<file path="src/rtl/randsack_regs_pkg.sv">
// Shared constants and types for the randsack Wishbone register block:
// register offsets, STATUS/CTRL bit positions, default ID and responder states.
package randsack_regs_pkg;

  localparam logic [7:0] OFF_ID      = 8'h00;
  localparam logic [7:0] OFF_CTRL    = 8'h04;
  localparam logic [7:0] OFF_SCRATCH = 8'h08;
  localparam logic [7:0] OFF_STATUS  = 8'h0C;
  localparam logic [7:0] OFF_DATA    = 8'h10;

  localparam int STATUS_EMPTY     = 0;
  localparam int STATUS_MISSED    = 1;
  localparam int STATUS_UNDERFLOW = 2;
  localparam int STATUS_COUNT_LSB = 4;
  localparam int STATUS_COUNT_W   = 4;

  localparam int CTRL_ENABLE = 0;
  localparam int CTRL_IRQ_EN = 1;

  localparam logic [31:0] ID_DEFAULT = 32'h5241_4E44;

  typedef enum logic {
    IDLE = 1'b0,
    ACK  = 1'b1
  } state_t;

endpackage

</file>
<file path="src/rtl/randsack_sync_fifo.sv">
// Single-clock FIFO with power-of-two depth; read data is always the head entry.
// Pointers wrap naturally at the power-of-two boundary.
module randsack_sync_fifo #(
  parameter  int DEPTH = 4,
  parameter  int WIDTH = 32,
  localparam int AW    = $clog2(DEPTH),
  localparam int CW    = AW + 1
) (
  input  logic             clk,
  input  logic             rst_n,
  input  logic             push,
  input  logic [WIDTH-1:0] wdata,
  input  logic             pop,
  output logic [WIDTH-1:0] rdata,
  output logic             full,
  output logic             empty,
  output logic [CW-1:0]    count
);

  logic [WIDTH-1:0] mem [DEPTH];
  logic [AW-1:0]    wr_ptr;
  logic [AW-1:0]    rd_ptr;
  logic             do_push;
  logic             do_pop;

  assign full    = (count == CW'(DEPTH));
  assign empty   = (count == '0);
  assign do_push = push & ~full;
  assign do_pop  = pop & ~empty;
  assign rdata   = mem[rd_ptr];

  // NOTE: storage carries no reset; an entry is only ever read after a push has written it.
  always_ff @(posedge clk) begin
    if (do_push) mem[wr_ptr] <= wdata;
  end

  // NOTE: sequential state uses non-blocking assignments so every register samples pre-edge values.
  always_ff @(posedge clk or negedge rst_n) begin
    if (!rst_n) begin
      wr_ptr <= '0;
      rd_ptr <= '0;
      count  <= '0;
    end else begin
      if (do_push) wr_ptr <= wr_ptr + AW'(1);
      if (do_pop)  rd_ptr <= rd_ptr + AW'(1);
      unique case ({do_push, do_pop})
        2'b10:   count <= count + CW'(1);
        2'b01:   count <= count - CW'(1);
        default: count <= count;
      endcase
    end
  end

endmodule

</file>
<file path="src/rtl/randsack_wb_regs.sv">
// Wishbone classic register responder for the randsack entropy FIFO.
// Build option RANDSACK_REGS_IRQ_EN adds CTRL[1] irq_en and a registered irq_o.
module randsack_wb_regs
  import randsack_regs_pkg::*;
#(
  parameter logic [31:0] BASE_ADDR  = 32'h3000_0000,
  parameter int          FIFO_DEPTH = 4,
  parameter logic [31:0] ID_VALUE   = ID_DEFAULT
) (
  input  logic        wb_clk_i,
  input  logic        rst_ni,
  input  logic        wbs_cyc_i,
  input  logic        wbs_stb_i,
  input  logic        wbs_we_i,
  input  logic [3:0]  wbs_sel_i,
  input  logic [31:0] wbs_adr_i,
  input  logic [31:0] wbs_dat_i,
  output logic        wbs_ack_o,
  output logic [31:0] wbs_dat_o,
  input  logic        rnd_valid_i,
  input  logic [31:0] rnd_data_i,
  output logic        rnd_ready_o,
  output logic        ctrl_en_o,
  output logic        irq_o
);

  localparam int CW = $clog2(FIFO_DEPTH) + 1;

  state_t      state;
  state_t      state_next;
  logic        hit;
  logic        access;
  logic        wr;
  logic        rd;
  logic [7:0]  offset;

  logic        enable;
  logic        irq_en;
  logic [31:0] scratch;
  logic        missed;
  logic        underflow;

  logic        push;
  logic        pop_req;
  logic        pop;
  logic [31:0] head;
  logic        full;
  logic        empty;
  logic [CW-1:0] count;

  logic [31:0] ctrl_word;
  logic [31:0] status_word;
  logic [31:0] rdata;

  assign offset = wbs_adr_i[7:0];
  assign hit    = wbs_cyc_i & wbs_stb_i & (wbs_adr_i[31:8] == BASE_ADDR[31:8]);
  // An access is only taken from IDLE, so a strobe held through ACK is served every other cycle.
  assign access = (state == IDLE) & hit;
  assign wr     = access & wbs_we_i;
  assign rd     = access & ~wbs_we_i;

  always_ff @(posedge wb_clk_i or negedge rst_ni) begin
    if (!rst_ni) state <= IDLE;
    else         state <= state_next;
  end

  always_comb begin
    state_next = state;
    unique case (state)
      IDLE:    if (hit) state_next = ACK;
      ACK:     state_next = IDLE;
      default: state_next = IDLE;
    endcase
  end

  assign wbs_ack_o = (state == ACK);

  assign rnd_ready_o = enable & ~full;
  assign push        = rnd_valid_i & rnd_ready_o;
  assign pop_req     = rd & (offset == OFF_DATA);
  assign pop         = pop_req & ~empty;
  assign ctrl_en_o   = enable;

  randsack_sync_fifo #(
    .DEPTH (FIFO_DEPTH),
    .WIDTH (32)
  ) u_fifo (
    .clk   (wb_clk_i),
    .rst_n (rst_ni),
    .push  (push),
    .wdata (rnd_data_i),
    .pop   (pop),
    .rdata (head),
    .full  (full),
    .empty (empty),
    .count (count)
  );

  always_ff @(posedge wb_clk_i or negedge rst_ni) begin
    if (!rst_ni) begin
      enable <= 1'b0;
    end else if (wr && offset == OFF_CTRL) begin
      enable <= wbs_dat_i[CTRL_ENABLE];
    end
  end

`ifdef RANDSACK_REGS_IRQ_EN
  always_ff @(posedge wb_clk_i or negedge rst_ni) begin
    if (!rst_ni) begin
      irq_en <= 1'b0;
      irq_o  <= 1'b0;
    end else begin
      if (wr && offset == OFF_CTRL) irq_en <= wbs_dat_i[CTRL_IRQ_EN];
      irq_o <= irq_en & ~empty;
    end
  end
`else
  assign irq_en = 1'b0;
  assign irq_o  = 1'b0;
`endif

  always_ff @(posedge wb_clk_i or negedge rst_ni) begin
    if (!rst_ni) begin
      scratch <= '0;
    end else if (wr && offset == OFF_SCRATCH) begin
      for (int b = 0; b < 4; b++) begin
        if (wbs_sel_i[b]) scratch[8*b +: 8] <= wbs_dat_i[8*b +: 8];
      end
    end
  end

  // Sticky flags: a set event in the same cycle as a W1C clear wins.
  always_ff @(posedge wb_clk_i or negedge rst_ni) begin
    if (!rst_ni) begin
      missed    <= 1'b0;
      underflow <= 1'b0;
    end else begin
      missed <= (missed & ~(wr && offset == OFF_STATUS && wbs_dat_i[STATUS_MISSED]))
              | (rnd_valid_i & enable & full);
      underflow <= (underflow & ~(wr && offset == OFF_STATUS && wbs_dat_i[STATUS_UNDERFLOW]))
                 | (pop_req & empty);
    end
  end

  // NOTE: every signal assigned in always_comb gets a default first so no latch is inferred.
  always_comb begin
    ctrl_word              = '0;
    ctrl_word[CTRL_ENABLE] = enable;
    ctrl_word[CTRL_IRQ_EN] = irq_en;
  end

  always_comb begin
    status_word                                      = '0;
    status_word[STATUS_COUNT_LSB +: STATUS_COUNT_W]  = STATUS_COUNT_W'(count);
    status_word[STATUS_UNDERFLOW]                    = underflow;
    status_word[STATUS_MISSED]                       = missed;
    status_word[STATUS_EMPTY]                        = empty;
  end

  always_comb begin
    rdata = '0;
    unique case (offset)
      OFF_ID:      rdata = ID_VALUE;
      OFF_CTRL:    rdata = ctrl_word;
      OFF_SCRATCH: rdata = scratch;
      OFF_STATUS:  rdata = status_word;
      OFF_DATA:    rdata = empty ? '0 : head;
      default:     rdata = '0;
    endcase
  end

  // Read data is captured only on a read access, so it is zero whenever ack is low.
  always_ff @(posedge wb_clk_i or negedge rst_ni) begin
    if (!rst_ni)  wbs_dat_o <= '0;
    else if (rd)  wbs_dat_o <= rdata;
    else          wbs_dat_o <= '0;
  end

endmodule

</file>
<file path="config.mk">
export PLATFORM = sky130hd
export DESIGN_NAME = randsack_wb_regs
export DESIGN_NICKNAME = d
export VERILOG_FILES = /design/src/rtl/randsack_regs_pkg.sv /design/src/rtl/randsack_sync_fifo.sv /design/src/rtl/randsack_wb_regs.sv
export SDC_FILE = /design/constraint.sdc
export NUM_CORES = 1
export LEC_CHECK = 0
export BUFFER_PORTS_ARGS = -buffer_cell sky130_fd_sc_hd__clkbuf_2
export CORE_ASPECT_RATIO = 1.2
export CORE_MARGIN = 5
export CORE_UTILIZATION = 30
export CTS_CLUSTER_DIAMETER = 80
export DETAILED_ROUTE_END_ITERATION = 7
export GPL_ROUTABILITY_DRIVEN = 0
export SKIP_CTS_REPAIR_TIMING = 1
export SYNTH_ARGS = -nofsm -noshare
export SYNTH_HDL_FRONTEND = slang
export SYNTH_SLANG_ARGS = --single-unit
</file>
<file path="constraint.sdc">
create_clock -name wb_clk_i -period 3.4 [get_ports wb_clk_i]
set_input_delay 0.17 -clock wb_clk_i [delete_from_list [all_inputs] [get_ports wb_clk_i]]
set_output_delay 0.17 -clock wb_clk_i [all_outputs]
set_load 0.01 [all_outputs]
</file>
### After elaboration in Yosys (flattened, before gate mapping)

Memories as Yosys holds them, arrays and structs flattened.
Index checks and enable logic that the tools add are counted.

* bits in registers: 75
* RAM bits: 128
* word-level logic and storage cells: 69
* memories kept: 1

* add/sub/neg operators: 4
* equal/unequal tests: 8
* muxes and demuxes: 8
* bitwise logic cells: 24
* reduce and logical (&&, ||, !) cells: 12

Memories
* u_fifo.mem: words 4, bits a word 32, rd ports 1, clocked after memory_dff 0, wr ports 1, RTL line randsack_sync_fifo.sv:20 `logic [WIDTH-1:0] mem [DEPTH];`

Operators with widths (count)
* $pmux W32 S5: 1
* $mux W32: 2
* $eq A24 B22 Y1 const B: 1
* $and A1 B1 Y1: 16
* $eq A8 B4 Y1 const B: 2
* $eq A8 B3 Y1 const B: 1
* $eq A8 B5 Y1 const B: 1
* $logic_not A8 Y1: 1
* $reduce_and A2 Y1: 4
* $not A1 Y1: 6
* $pmux W3 S2: 1
* $logic_and A1 B1 Y1: 5
* $add A2 B1 Y2 const B: 2
* $add A3 B1 Y3 const B: 1
* $eq A3 B3 Y1 const B: 1
* $logic_not A3 Y1: 1
* $mux W1: 3
* $sub A3 B1 Y3 const B: 1
* $eq A2 B1 Y1 const B: 1
* $eq A2 B2 Y1 const B: 1
* $or A1 B1 Y1: 2
* $pmux W1 S2: 1
* $reduce_bool A2 Y1: 1

### Longest topological paths before layout

Gate-level depths: netlist of the first run.

* word-level depth: 9
* mapped depth: 10
* mapped depth without buffers: 10

### Hierarchy

From an unflattened synthesis of the first run, not the netlist that was laid out.

* cells, all modules: 454
* area total of the unflattened synthesis: 8047.7 µm²

Modules (own cells, without submodules)
* randsack_sync_fifo: times used 1, cells an instance 205, area an instance 5091.1 µm², seq. area each 4018.9 µm²
* randsack_wb_regs: times used 1, cells an instance 249, area an instance 2956.6 µm², seq. area each 1701.6 µm²

### Worst setup path before layout of the first run

OpenSTA, ideal clock, no wires.

* path type: input port to flip-flop
* start point: in wbs_adr_i[0]
* end point: reg u_fifo.count[2]
* arrival time: 2.468 ns
* data required time: 3.321 ns
* path slack: 0.853 ns
* stages on the path: 10
* buffers on the path: 1
* path through: or4_1 > clkbuf_1 > nor4_2 > and4_1 > ha_1 > inv_1 > fa_1 > xor2_1 > nor2_1 > xor2_1

* word-level cells in the longest chain between the ends: 6
* elaborated cells between the ends (all ways): 8

Ends and longest elaborated chain
* start, declared: RTL line randsack_wb_regs.sv:16 `input logic [31:0] wbs_adr_i,`
* $eq A8 B5 Y1 *: RTL line randsack_wb_regs.sv:80 `assign pop_req = rd & (offset == OFF_DATA);`
* $and A1 B1 Y1 *: RTL line randsack_wb_regs.sv:80
* $and A1 B1 Y1 *: RTL line randsack_wb_regs.sv:81 `assign pop = pop_req & ~empty;`
* $and A1 B1 Y1 *: RTL line randsack_sync_fifo.sv:29 `assign do_pop = pop & ~empty;`
* named net u_fifo.do_pop: RTL line randsack_sync_fifo.sv:24 `logic do_pop;`
* $eq A2 B1 Y1 / $eq A2 B2 Y1 (equally long branches): RTL line randsack_sync_fifo.sv:46 `unique case ({do_push, do_pop})`
* $pmux W3 S2 / $reduce_bool A2 Y1 (equally long branches)
* end signal, assigned: RTL line randsack_sync_fifo.sv:47 `2'b10: count <= count + CW'(1);`
* end signal, assigned: RTL line randsack_sync_fifo.sv:48 `2'b01: count <= count - CW'(1);`
* end signal, assigned: RTL line randsack_sync_fifo.sv:49 `default: count <= count;`
* end, declared: RTL line randsack_sync_fifo.sv:17 `output logic [CW-1:0] count`

The timed path passes the listed nets; every way through them passes the cells marked *.
A chain may end at the register's enable or synchronous reset.

### Final worst setup path of the first run

* start point: reg u_fifo.count[0]
* end point: reg u_fifo.count[2]

* elaborated cells between the ends (all ways): 15

RTL lines
* $logic_not A3 Y1 *: RTL line randsack_sync_fifo.sv:27 `assign empty = (count == '0);`
* $not A1 Y1 *: RTL line randsack_sync_fifo.sv:29, randsack_wb_regs.sv:81
* $and A1 B1 Y1: RTL line randsack_wb_regs.sv:81
* $and A1 B1 Y1 *: RTL line randsack_sync_fifo.sv:29
* named net u_fifo.do_pop: RTL line randsack_sync_fifo.sv:24
* $eq A2 B1 Y1 / $eq A2 B2 Y1 (equally long branches): RTL line randsack_sync_fifo.sv:46
* $pmux W3 S2 / $reduce_bool A2 Y1 (equally long branches)

Marked as above.

==> results_dict.tcl, run 1 <==
set metrics [dict create \
    fin_skew_ps 8.68 \
    drtIter0Drc 282 \
    cts_tree "built" \
    portBuffers 140 \
    drt-total-wl_um 20100 \
    tns_ps 0 \
    yosysMostFrequentCell "edfxtp_1" \
    r2r-start "u_fifo.count[0]$_DFFE_PN0P_" \
    hold_class "input port to register" \
    clkPwrFrac_pct 43.5 \
    finalCritPeriodShare_pct 72.2 \
    drive_above_1_share_pct 41.1 \
    grt_pass1_wl_um 30700 \
    holdPathEnd "wbs_ack_o$_DFF_PN0_" \
    worst_slew_pin_slew_ps 1030 \
    clockRootBuffer "clkbuf_16" \
    antenna_found_initial 0 \
    max_slew_margin_pct 31.2 \
    htreeDepth 1 \
    clk_path_buf_depth 3 \
    initial_core_util_pct 30.3 \
    place_ws_ps 529 \
    power.density_nw_per_um2 468 \
    core_area_sq_um 27000 \
    crit_path_start_kind "register" \
    met2_usage_pct 23.1 \
    route.detailed.drc 0 \
    drtAntennaViolNets 0 \
    fmax_mhz 407 \
    ir_drop_mv 0.421 \
    grt_use_total_pct 12.9 \
    die-area_sq_um 30700 \
    power.leakage_uw 0.00418 \
    seqPwrFrac_pct 52.3 \
    die_w_um 161 \
    setup_ws_ps 946 \
    async_flop_share_pct 36.9 \
    vias 4927 \
    power_switching_uw 1030 \
    slew_viol_final 0 \
    synthToLayoutAreaGrowth_pct 31.0 \
    synth_seq_cells 203 \
    clock_latency_ps 490 \
    synth_edf_count 128 \
    synth_top_area_share_pct 46.9 \
    synthTopCellsByArea "edfxtp_1 47%, dfrtp_1 23%, mux4_2 8.8%, mux2_2 3.8%, nor4_4 2.3%" \
    synth_xor_area_share_pct 0.641 \
    max_cap_violations 0 \
    synth.area.mux_share_pct 14.5 \
    synth_area_leader_cell "edfxtp_1" \
    synth_commonest_cells "128 x edfxtp_1, 75 x dfrtp_1, 36 x nor2_1" \
    setup_viol 0 \
    synth-warning-count 0 \
    holdWs_ps 88.9 \
    clk_pin_slew_ps 60 \
    use_met3_pct 2.95 \
    yosysSeqAreaShare_pct 69.8 \
    numClockSinks 203 \
    r2r-end "u_fifo.count[2]$_DFFE_PN0P_" \
    synthCells 452 \
    grt_busiest_layer "met2" \
    hold_path_depth 3 \
    synth_ff_type "edfxtp_1" \
    synth_cell_types 48 \
    dieHeight_um 191 \
    internal_power_uw 4000 \
    io_pins 142 \
    drt-wirelength-per-cell_um 19.5 \
    rsz0062_at_grt "no" \
    cp-end-kind "register" \
    row_count 66 \
    worstHoldStart "wbs_adr_i[29]" \
    nNetsFinal 785 \
    grt_pass1_vias 5312 \
    synthAdderAreaFrac_pct 1.01 \
    p_sw_share_pct 20.4 \
    min_period_ps 2450 \
    r2r_cells 9 \
    syn_nets 564 \
    dp_hpwl_um 13600 \
    rrSetupSlack_ps 950 \
    hold_viol 0 \
    synth_top_family_by_area "multiplexers" \
    via_per_inst 4.79 \
    grt-ovfl-total 0 \
    grt_use_met1_pct 15.7 \
    worstSetupPathType "register to register" \
    cts_buffers 22 \
    syn_avg_cell_area_sq_um 18.1 \
    grt_max_degree 76 \
    cp_max_fo 5 \
    comb_power_share_pct 4.2 \
    synthSimpleGateAreaFrac_pct 8.51 \
    run_status "finished clean" \
    crit_arrival_ps 2870 \
    netlist_area_sq_um 8190 \
    antenna_cells 0 \
    critPathRequiredTime_ps 3820 \
    drt_pass1_iterations 6 \
    synth_compound_area_share_pct 3.88 \
]
## power by group through the flow
stage                     clock network [uW]  logic [uW]  registers, uW
final                                   2190         213           2630
after global routing                    2370         235           2630
after CTS                               2270         153           2630
after detailed placement                   0         152           2680
after global placement                     0         144           2680
after floorplan                            0        37.1           2680
## cells by family after synthesis
kind of cell	count (synthesis)
xor gates and xnor gates	6
AOI/OAI and AO/OA	39
and+or+nand+nor	94
DFF	203
buffers and inverters	32
muxes	71
other	1
adders and majority gates	6
## state kept, by name (all words and copies together) (netlist names)
| name | flops |
|---|---|
| u_fifo.mem | 128 |
| scratch | 32 |
| wbs_dat_o | 32 |
| u_fifo.count | 3 |
| u_fifo.rd_ptr | 2 |
| u_fifo.wr_ptr | 2 |
| ctrl_en_o | 1 |
| missed | 1 |
| underflow | 1 |
| wbs_ack_o | 1 |
## metrics by stage
stage	instances	utilization [%]	power, uW	instance area (sq um)
finish	1029	39.7	5030	10700
detailed placement	922	34.8	2830	9390
global placement	922	34.8	2820	9390
floorplan	452	-	2720	8190
global route	1029	39.7	5230	10700
CTS	962	37.3	5050	10100
## layout by cell type (no fill, tap or decap), types with 8 or more instances in the layout
master         count
a221oi_1           9
a22oi_1           20
buf_4             10
clkbuf_16         23
clkbuf_2         139
dfrtp_1           73
dlygate4sd3_1     67
edfxtp_1         128
inv_1              8
mux2_2            28
mux2_4             8
mux4_2            32
nand4_1            8
nor2_1            35
nor4_4             9
## worst max-delay path by stage
stage | startpoint | end | depth (start not counted)
detailed placement | wbs_adr_i[0] | u_fifo.count[2]$_DFFE_PN0P_ | 10
global route | wbs_ack_o$_DFF_PN0_ | u_fifo.count[2]$_DFFE_PN0P_ | 9
CTS | wbs_ack_o$_DFF_PN0_ | u_fifo.count[2]$_DFFE_PN0P_ | 9
finish | u_fifo.count[0]$_DFFE_PN0P_ | u_fifo.count[2]$_DFFE_PN0P_ | 9
global placement | wbs_adr_i[0] | u_fifo.count[2]$_DFFE_PN0P_ | 10
floorplan | wbs_adr_i[0] | u_fifo.count[2]$_DFFE_PN0P_ | 10
## per-layer routing
metal  vias to the layer above  wire length [um]
met5                         -                 0
met4                         0               542
met3                        50              1330
met2                       202             10400
met1                      2435              7800
li1                       2240                 -
## worst max-delay path: stages, from the launching register on
cell,delay [ps]
dfrtp_1,440
nor3_1,140
nor4_2,390
and4_1,330
ha_1,210
inv_1,60
fa_1,370
xor2_1,170
nor2_1,110
xor2_1,150
## area by class of cell
class                           instances  area, sq um
Fill cell                            2444        16300
Sequential cell                       203         5720
Multi-Input combinational cell        217         2360
Timing Repair Buffer                  220         1520
Clock buffer                           29          608
Tap cell                              340          425
Clock inverter                         11         61.3
Inverter                                9         33.8
Power figures use the tool's default switching activity.
==> run 2, diff against run 1 <==
Clock period 3.4 ns to 2.04 ns, I/O delays scaled along.
==> run 2 against run 1 <==
Effect of this change:
- the run now ends with setup timing left
- clock-buffer cell count is 4 higher
- clock skew is 2.3 ps higher
- combinational power is 85% higher
- routed wire length is 3.4% higher
- clock power is 92% higher
- design area is 5.3% higher
- largest cell class unchanged
- highest routed layer unchanged
==> results_dict.tcl, run 2 (synthesis results as in run 1) <==
set metrics [dict create \
    r2r-start "wbs_ack_o$_DFF_PN0_" \
    power_switching_uw 1780 \
    cp_max_fo 2 \
    antenna_found_initial 0 \
    vias 5091 \
    power.density_nw_per_um2 794 \
    min_period_ps 2060 \
    seqPwrFrac_pct 48.8 \
    critPathTopFamily "simple AND/OR/NAND/NOR gates" \
    dp_hpwl_um 14600 \
    worst_slew_pin_slew_ps 560 \
    drt_pass1_iterations 4 \
    cp_common_cell "xor2_1" \
    worstHoldStart "wbs_adr_i[22]" \
    route.detailed.drc 0 \
    portBuffers 140 \
    grt_use_total_pct 13.3 \
    cts_buffers 23 \
    clk_pin_slew_ps 60 \
    drt-wirelength-per-cell_um 19.3 \
    layoutNonFillerInstCount 1077 \
    clock_latency_ps 500 \
    cts_tree "built" \
    dp_cells 965 \
    via_per_inst 4.73 \
    comb_power_share_pct 4.4 \
    internal_power_uw 7200 \
    grt_pass1_vias 5446 \
    placed_area_sq_um 9800 \
    drive_above_1_share_pct 45.6 \
    dieHeight_um 191 \
    critPathSlowestCell "dfrtp_1" \
    cp_cell_sequence "nor4_4 > and4_1 > and4_4 > ha_4 > inv_2 > fa_2 > xor2_1 > nor2_1 > xor2_1" \
    antenna_cells 0 \
    final_cell_mix "139 x clkbuf_2, 128 x edfxtp_1, 73 x dfrtp_1, 69 x dlygate4sd3_1, 49 x buf_4" \
    hold_class "input port to register" \
    clockRootBuffer "clkbuf_16" \
    critPathMaxStageDelay_ps 410 \
    max_flop_register "u_fifo.mem" \
    p_sw_share_pct 19.8 \
    hold_viol 0 \
    finalCritPeriodShare_pct 101 \
    max_slew_margin_pct 62.6 \
    tns_ps -15.5 \
    htreeDepth 1 \
    clkPwrFrac_pct 46.8 \
    die-area_sq_um 30700 \
    run_status "complete, but fails checks" \
    postLayoutCellArea_sq_um 11300 \
    max_cap_violations 0 \
    critPathBufInv 1 \
    power.leakage_uw 0.00449 \
    numClockSinks 203 \
    rsz0062_at_grt "yes" \
    die_w_um 161 \
    grt_pass1_wl_um 31500 \
    core_area_sq_um 27000 \
    cp-end-kind "register" \
    grt-ovfl-total 0 \
    final_common_cell "clkbuf_2" \
    nNetsFinal 832 \
    failed_checks "setup timing" \
    io_pins 142 \
    drtAntennaViolNets 0 \
    crit_arrival_ps 2480 \
    setup_viol 1 \
    worstSetupPathType "register to register" \
    synthToLayoutAreaGrowth_pct 37.9 \
    crit_path_start_kind "register" \
    top_regs "u_fifo.mem: 128 flops, scratch: 32 flops, wbs_dat_o: 32 flops" \
    largest_register_ffs 128 \
    fmax_mhz 487 \
    initial_core_util_pct 30.3 \
    drt-total-wl_um 20800 \
    row_count 66 \
    slew_viol_final 0 \
    setup_ws_ps -15.5 \
    critPathRequiredTime_ps 2460 \
    ir_drop_mv 0.656 \
    drtIter0Drc 276 \
    grt_max_degree 36 \
    fin_skew_ps 10.9 \
    startpoint "wbs_ack_o$_DFF_PN0_" \
    clk_path_buf_depth 3 \
]
==> run 2: changes by cell type in the layout (fill, tap and decap cells not counted), sizes merged <==
cell,previous run,this run
bufinv,0,3
buf,14,58
clkinv,10,6
clkinvlp,1,0
dlygate4sd3,67,69
clkbuf,168,172
==> run 2: worst paths after layout <==
| kind | slack [ps] | endpoint | cells past startpoint |
|---|---|---|---|
| setup / recovery | -20 | u_fifo.count[2]$_DFFE_PN0P_ | 9 |
| hold / removal | 50 | wbs_ack_o$_DFF_PN0_ | 4 |
| setup reg to reg | -20 | u_fifo.count[2]$_DFFE_PN0P_ | 9 |
| hold reg to reg | 500 | scratch[23]$_DFFE_PN0P_ | 1 |
| max in group asynchronous | 1160 | scratch[5]$_DFFE_PN0P_ | 3 |
| min in group asynchronous | 150 | u_fifo.rd_ptr[1]$_DFFE_PN0P_ | 2 |
==> run 2: power groups by stage <==
stage	combinational (uW)	sequential (uW)	clock [uW]
floorplan	67.0	4460	0
global placement	277	4460	0
detailed placement	290	4460	0
CTS	291	4380	4320
global route	432	4380	4500
finish	394	4380	4200
==> run 2: area by class of cell <==
class | instances | area, sq um
clock buffer | 33 | 652
multi-input combinational | 217 | 2400
tap | 340 | 425
clock inverter | 9 | 131
timing repair buffer | 266 | 1930
inverter | 9 | 33.8
fill | 2394 | 15700
sequential | 203 | 5720
==> run 2: per-stage QoR <==
| step | power (uW) | setup slack (ps) | hold slack (ps) | util (%) |
|---|---|---|---|---|
| after CTS | 8990 | -81.8 | -410 | 39.2 |
| final | 8980 | -15.5 | 46.9 | 41.8 |
| after floorplan | 4530 | -209 | -194 | - |
| after global routing | 9310 | -119 | 46.0 | 41.8 |
| after global placement | 4740 | -205 | 118 | 36.3 |
| after detailed placement | 4750 | -204 | 133 | 36.3 |
==> run 2: metal layers <==
metal  GRT usage (%)  up-vias  routed length, um
met5               0        -                  0
met4            3.45        0                448
met3            3.73       38               1360
met2            24.0      156              10600
met1            15.7     2569               8360
li1                -     2328                  -
==> run 2: worst reg2reg max path: stages, from the launching register on <==
cell and delay (ps):
dfrtp_1 410, nor4_4 150, and4_1 250, and4_4 250, ha_4 140, inv_2 30
fa_2 320, xor2_1 160, nor2_1 110, xor2_1 150
==> run 3, diff against run 2 <==
==> constraint.sdc (replaced) <==
create_clock -name wb_clk_i -period 2.04 [get_ports wb_clk_i]
set_input_delay 0.408 -clock wb_clk_i [delete_from_list [all_inputs] [get_ports wb_clk_i]]
set_output_delay 0.408 -clock wb_clk_i [all_outputs]
set_load 0.01 [all_outputs]
==> run 3 against run 2 <==
Effect of this change:
- the flow still finishes with violations (setup timing)
- combinational power decreased by 24%
- critical path depth up 1
- routed wire length fell by 0.40%
- clock-buffer cell count decreased by 2
- non-clock buffer count down 63
- register-to-register slack got worse by 20 ps
- core utilization fell by 2.5 points
- sequential share of layout area grew 3.2 points
- global-route usage grew 0.087 points
- die area is the same
- fmax fell by 4.0%
- clock power is 14% lower
- largest cell class unchanged
==> results_dict.tcl, run 3 (synthesis results as in run 1) <==
set metrics [dict create \
    run_status "complete, but fails checks" \
    failed_checks "setup timing" \
    crit_path_start_kind "input port" \
    setup_viol 1 \
    fillers 2437 \
    numClockSinks 203 \
    antenna_found_initial 2 \
    max_slew_margin_pct 66.2 \
    cp-end-kind "register" \
    final_cell_mix "137 x clkbuf_2, 128 x edfxtp_1, 73 x dfrtp_1, 48 x buf_4, 35 x nor2_1" \
    seqPwrFrac_pct 52.7 \
    max_flop_register "u_fifo.mem" \
    place_ws_ps -557 \
    dp_hpwl_um 14500 \
    htreeDepth 1 \
    initial_core_util_pct 30.3 \
    drtAntennaViolNets 0 \
    cp_max_fo 2 \
    synthToLayoutAreaGrowth_pct 29.6 \
    power.density_nw_per_um2 782 \
    multi_input_area_sq_um 2410 \
    row_count 66 \
    drt_pass1_iterations 5 \
    grt_max_degree 35 \
    worstSetupPathType "input port to register" \
    critPathRequiredTime_ps 2440 \
    fin_skew_ps 10.9 \
    hold_class "input port to register" \
    worst_slew_pin_slew_ps 507 \
    nNetsFinal 767 \
    grt-ovfl-total 0 \
    via_per_inst 4.88 \
    power.leakage_uw 0.00419 \
    die-area_sq_um 30700 \
    internal_power_uw 6630 \
    hold_viol 0 \
    setup_ws_ps -102 \
    vias 4925 \
    cts_tree "built" \
    dieHeight_um 191 \
    final_common_cell "clkbuf_2" \
    die_w_um 161 \
    seqCellArea_sq_um 5720 \
    ir_drop_mv 0.509 \
    placed_area_sq_um 9910 \
    top_regs "u_fifo.mem: 128 flops, scratch: 32 flops, wbs_dat_o: 32 flops" \
    clockRootBuffer "clkbuf_16" \
    crit_arrival_ps 2540 \
    fmax_mhz 467 \
    comb_power_share_pct 3.6 \
    clkPwrFrac_pct 43.7 \
    rrSetupSlack_ps -40 \
    max_cap_violations 0 \
    core_area_sq_um 27000 \
    clk_path_buf_depth 3 \
    grt_pass1_vias 5596 \
    drt-wirelength-per-cell_um 20.5 \
    finalCritPeriodShare_pct 105 \
    grt_pass1_wl_um 32000 \
    largest_register_ffs 128 \
    slew_viol_final 0 \
    tns_ps -102 \
    portBuffers 140 \
    drt-total-wl_um 20700 \
    grt_use_total_pct 13.4 \
    clock_latency_ps 480 \
    drive_above_1_share_pct 50.5 \
    p_sw_share_pct 20.3 \
    drtIter0Drc 276 \
    power_switching_uw 1680 \
    min_period_ps 2140 \
    cts_buffers 21 \
    final_util_pct 39.3 \
    route.detailed.drc 0 \
    rsz0062_at_grt "yes" \
    postLayoutCellArea_sq_um 10600 \
    clk_pin_slew_ps 60 \
    io_pins 142 \
]
## run 3: power by group through the flow
stage / registers [uW] / clock network, uW / logic [uW]
final: 4380 / 3630 / 298
after global routing: 4370 / 3920 / 329
after CTS: 4380 / 3760 / 301
after detailed placement: 4460 / 0 / 300
after global placement: 4460 / 0 / 286
after floorplan: 4460 / 0 / 67.8
## run 3: worst max-delay path, stage by stage
cell	delay, ps
buf_6	90
or4_4	550
nor4_4	260
and4_4	300
ha_4	150
inv_2	40
fa_2	330
xor2_1	150
nor2_1	110
xor2_1	160
## run 3: metrics by stage
stage	total power, uW	cells	hold WS [ps]
floorplan	4530	452	112
finish	8310	1010	140
global placement	4750	968	400
CTS	8440	1005	-105
global route	8630	1009	121
detailed placement	4760	968	415
## run 3: final timing paths
kind                                                to  cells past startpoint                    start
setup / recovery           u_fifo.count[2]$_DFFE_PN0P_                     10             wbs_adr_i[6]
hold / removal             u_fifo.mem[2][26]$_DFFE_PP_                      1           rnd_data_i[26]
setup reg to reg           u_fifo.count[2]$_DFFE_PN0P_                      9      wbs_ack_o$_DFF_PN0_
hold reg to reg                scratch[21]$_DFFE_PN0P_                      1  scratch[21]$_DFFE_PN0P_
max in group asynchronous      wbs_dat_o[17]$_DFF_PN0_                      3                   rst_ni
min in group asynchronous       wbs_dat_o[6]$_DFF_PN0_                      2                   rst_ni
## run 3: routing by layer
metal	global-route usage (%)	up-vias	wire length, um
met2	23.9	167	10400
met5	0	-	22
li1	-	2195	-
met3	3.11	42	1230
met1	16.2	2517	8450
met4	3.94	4	551
## run 3: final cells by class
class | count | share of cell area [%]
flip-flops and latches | 203 | 53.9
diodes | 1 | 0.0236
multi-input cells | 217 | 22.7
clock buffers | 31 | 5.87
well taps | 340 | 4.00
clock inverters | 6 | 0.365
inverters | 9 | 0.318
repair buffers | 203 | 12.8
